--- config.mk ---
export PLATFORM = sky130hd
export DESIGN_NAME = ahb2apb_bridge
export DESIGN_NICKNAME = d
export VERILOG_FILES = /design/src/rtl/ahb2apb_bridge.sv
export SDC_FILE = /design/constraint.sdc
export NUM_CORES = 1
export LEC_CHECK = 0
export CORE_AREA = 3 3 95 97
export DETAILED_ROUTE_END_ITERATION = 8
export DIE_AREA = 0 0 98 100
export PLACE_DENSITY = 0.87
export SYNTH_ARGS = -nofsm -noshare
export SYNTH_HDL_FRONTEND = slang
export SYNTH_SLANG_ARGS = --single-unit
--- constraint.sdc ---
create_clock -name clk -period 2.4 [get_ports clk]
set_input_delay 0.48 -clock clk [delete_from_list [all_inputs] [get_ports clk]]
set_output_delay 0.48 -clock clk [all_outputs]
set_load 0.02 [all_outputs]
--- src/rtl/ahb2apb_bridge.sv ---
// AHB-Lite to APB3 bridge for a single APB slave.
// Each AHB NONSEQ/SEQ transfer becomes one APB SETUP+ACCESS sequence, with the AHB data phase stretched until PREADY.
module ahb2apb_bridge #(
    parameter int ADDR_WIDTH = 32,
    parameter int DATA_WIDTH = 32
) (
    input  logic                  clk,
    input  logic                  HRESETn,
    input  logic                  HSELAHB,
    input  logic [ADDR_WIDTH-1:0] HADDR,
    input  logic [1:0]            HTRANS,
    input  logic                  HWRITE,
    input  logic [DATA_WIDTH-1:0] HWDATA,
    output logic [DATA_WIDTH-1:0] HRDATA,
    output logic                  HREADY,
    output logic                  HRESP,
    output logic                  PSEL,
    output logic                  PENABLE,
    output logic [ADDR_WIDTH-1:0] PADDR,
    output logic                  PWRITE,
    output logic [DATA_WIDTH-1:0] PWDATA,
    input  logic                  PREADY,
    input  logic [DATA_WIDTH-1:0] PRDATA
);

    // state  | meaning
    // IDLE   | no APB activity, ready for a new AHB transfer
    // WWAIT  | write address latched, waiting for HWDATA in the AHB data phase
    // SETUP  | APB setup phase (PSEL=1, PENABLE=0)
    // ACCESS | APB access phase, held until PREADY
    typedef enum logic [1:0] {
        ST_IDLE,
        ST_WWAIT,
        ST_SETUP,
        ST_ACCESS
    } state_t;

    state_t                state_q, state_d;
    logic [ADDR_WIDTH-1:0] paddr_q, paddr_d;
    logic [DATA_WIDTH-1:0] pwdata_q, pwdata_d;
    logic                  pwrite_q, pwrite_d;
    logic                  psel_q, psel_d;
    logic                  penable_q, penable_d;
    logic                  xfer_valid;

    // BUSY and IDLE differ from NONSEQ/SEQ only in HTRANS[1]
    logic unused_htrans0;
    assign unused_htrans0 = HTRANS[0];

    assign HREADY     = (state_q == ST_IDLE) || ((state_q == ST_ACCESS) && PREADY);
    assign xfer_valid = HSELAHB && HREADY && HTRANS[1];
    assign HRESP      = 1'b0;
    assign HRDATA     = ((state_q == ST_ACCESS) && !pwrite_q) ? PRDATA : '0;

    assign PSEL    = psel_q;
    assign PENABLE = penable_q;
    assign PADDR   = paddr_q;
    assign PWRITE  = pwrite_q;
    assign PWDATA  = pwdata_q;

    always_comb begin
        state_d  = state_q;
        paddr_d  = paddr_q;
        pwrite_d = pwrite_q;
        pwdata_d = pwdata_q;
        case (state_q)
            // HREADY is low only in ACCESS with PREADY=0, where everything holds
            ST_IDLE, ST_ACCESS: begin
                if (HREADY) begin
                    if (xfer_valid) begin
                        paddr_d  = HADDR;
                        pwrite_d = HWRITE;
                        state_d  = HWRITE ? ST_WWAIT : ST_SETUP;
                    end else begin
                        state_d = ST_IDLE;
                    end
                end
            end
            ST_WWAIT: begin
                pwdata_d = HWDATA;
                state_d  = ST_SETUP;
            end
            ST_SETUP: state_d = ST_ACCESS;
            default:  state_d = ST_IDLE;
        endcase
        psel_d    = (state_d == ST_SETUP) || (state_d == ST_ACCESS);
        penable_d = (state_d == ST_ACCESS);
    end

    always_ff @(posedge clk or negedge HRESETn) begin
        if (!HRESETn) begin
            state_q   <= ST_IDLE;
            paddr_q   <= '0;
            pwrite_q  <= 1'b0;
            pwdata_q  <= '0;
            psel_q    <= 1'b0;
            penable_q <= 1'b0;
        end else begin
            state_q   <= state_d;
            paddr_q   <= paddr_d;
            pwrite_q  <= pwrite_d;
            pwdata_q  <= pwdata_d;
            psel_q    <= psel_d;
            penable_q <= penable_d;
        end
    end

endmodule

==> results_dict.tcl <==
set metrics [dict create \
    status "completed" \
    min_period_ns 2.247 \
    clkSinkCount 69 \
    cts_hold_buf 0 \
    cts_setup_buffers 0 \
    syn2layout_area_growth_pct 78.59 \
    max_freq_ghz 0.4451 \
    powerDensity_mw_per_mm2 1203 \
    hold_class "input port to asynchronous set/reset pin" \
    layout_commonest_cell "clkdlybuf4s50_1" \
    drive_above_1_share_pct 21.46 \
    cts_max_path_buffers 2 \
    cp.required_ns 1.92 \
    final_cell_mix "clkdlybuf4s50_1, dfrtp_1, mux2_2" \
    finClkSkew_ns 0.008023 \
    critical_path_class "flip-flop to output port" \
    fill_cells 640 \
    postSynthNetCount 306 \
    synth_area_mm2 0.002893 \
    grt_pass1_wl_um 12950 \
    io_pins 204 \
    final_core_util_pct 62.88 \
    max_cap_viol_count 0 \
    yosysUniqueCellTypes 22 \
    drt_first_iter_violations 43 \
    final_cells 515 \
    port_buffers 201 \
    drc 0 \
    antenna_found_initial 0 \
    grt_max_degree 70 \
    ant_nets 0 \
    post-dp-hpwl_um 6421 \
    clock_latency_ns 0.33 \
    vias_per_cell 4.544 \
    maxSlewViolCount 0 \
    fp.dieW_um 98 \
    finalHoldViolations 0 \
    setup_viol 0 \
    die_y_um 100 \
    vias 2340 \
    coreArea_mm2 0.008217 \
    worst_ep_arrival_time_ns 1.77 \
    ys_seq_area_share_pct 59.69 \
    grt-ovfl-total 0 \
    die_area_mm2 0.009800 \
    wl_um 8154 \
    placed_cells 499 \
    syn_avg_cell_area_um2 14.54 \
    cts_buffers 9 \
    initial_utilization_pct 35.21 \
    rsz0062_at_grt "false" \
    post-route-period-util_pct 93.61 \
    pre_cts_slack_ns 0.05868 \
    row_count 33 \
    syn_inst 199 \
    yosys_register_bits 69 \
    nets 512 \
    n_antenna_cell 0 \
    cts_tree "done" \
    gp_congestion 0.7523 \
    wire_per_inst_um 15.83 \
    end_kind "output port" \
    path_clk_slew_ns 0.08 \
    grt_pass1_vias 2505 \
    track_usage_pct 16.72 \
    worst_setup_path_start_kind "flip-flop" \
    layout_setup_ws_ns 0.1534 \
    clockRootBuffer "clkbuf_8" \
    ir_drop_mv 0.6495 \
    cp_max_fo 32 \
    firstDrtPassIters 4 \
    finalPower_uw 6216 \
    htree_levels 3 \
    setup-tns-final_ns 0 \
    ys_warn_count 0 \
    power_leakage_uw 0.002255 \
]
cells in the mapped netlist:
| library cell | n | area, um^2 |
|---|---|---|
| a21oi_2 | 1 | 8.760 |
| a2bb2oi_1 | 1 | 8.760 |
| and2_1 | 32 | 200.2 |
| buf_2 | 3 | 15.01 |
| buf_4 | 1 | 7.510 |
| buf_6 | 3 | 33.78 |
| clkbuf_1 | 4 | 15.01 |
| conb_1 | 1 | 3.750 |
| dfrtp_1 | 69 | 1727 |
| ha_1 | 4 | 50.05 |
| inv_1 | 4 | 15.01 |
| mux2_1 | 2 | 22.52 |
| mux2_2 | 62 | 698.2 |
| mux2i_1 | 1 | 10.01 |
| nand2_1 | 3 | 11.26 |
| nand3b_1 | 1 | 7.510 |
| nor2b_1 | 1 | 6.260 |
| nor3_4 | 1 | 16.27 |
| o21ai_0 | 1 | 5.000 |
| o31a_1 | 1 | 8.760 |
| or2_2 | 2 | 12.51 |
| or4b_1 | 1 | 10.01 |
path summary, 6_finish.rpt:
kind	start	to	slack (ns)	depth (start not counted)
max reg2reg	state_q[0]	PADDR[26]	0.56	5
min	HRESETn	PADDR[5]	0.16	2
min in group clk	PWDATA[4]	PWDATA[4]	0.50	1
max	state_q[1]	HRDATA[26]	0.15	5
max in group asynchronous	HRESETn	PWDATA[11]	1.93	2
min reg2reg	PWDATA[4]	PWDATA[4]	0.50	1
timing repair:
item / CTS / global route
endpoints found under the setup margin: 33 / 15
gates resized for setup: 34 / 16
pin swaps: 0 / 0
power by group:
group          switching, uW  internal [uW]
logic                   1600           1790
registers                275           1730
clock network            448            374
total                   2320           3890
critical path: stages, from the launching register on:
cell and delay, ns:
dfrtp_1 0.38, ha_1 0.20, nor2b_1 0.17, buf_6 0.21
and2_1 0.15, dlygate4sd2_1 0.33
cells by family (layout without fill, tap and decap cells):
family | Yosys count | count (layout) | share of synthesized area (%)
and+or+nand+nor | 41 | 41 | 9.127
AOI/OAI and AO/OA | 4 | 4 | 1.081
DFF | 69 | 69 | 59.69
muxes | 65 | 65 | 25.26
buffers and inverters | 15 | 226 | 2.984
other | 1 | 1 | 0.1296
adders and majority gates | 4 | 4 | 1.730
through the flow:
| stage | area (um^2) | hold slack, ns |
|---|---|---|
| after global placement | 5022 | 0.4719 |
| after detailed placement | 5022 | 0.4790 |
| after global routing | 5166 | 0.1642 |
| final | 5166 | 0.1612 |
| after CTS | 5152 | 0.1642 |
| after floorplan | 2893 | 0.1844 |
routing by layer:
| layer | part of all wire (%) | GRT usage (%) | up-vias |
|---|---|---|---|
| li1 | - | - | 1080 |
| met3 | 10 | 7.992 | 12 |
| met1 | 35 | 17.28 | 1118 |
| met5 | 0 | 0 | - |
| met4 | 1.6 | 5.112 | 0 |
| met2 | 53 | 30.05 | 130 |
flip-flops by register name, indices dropped and copies added (netlist names):
| signal | cells |
|---|---|
| PSEL | 1 |
| PWRITE | 1 |
| PENABLE | 1 |
| state_q | 2 |
| PADDR | 32 |
| PWDATA | 32 |
final cells by class:
class                      count  area [um^2]  area share (%)
clock buffer                  10        127.6           2.470
inverter                       4        15.01          0.2906
multi-input combinational    115         1080           20.90
timing repair buffer         206         2046           39.60
clock inverter                 6        40.04          0.7750
tap                          105        131.4           2.543
sequential                    69         1727           33.42
No activity file was read; power rests on OpenSTA's default activity.
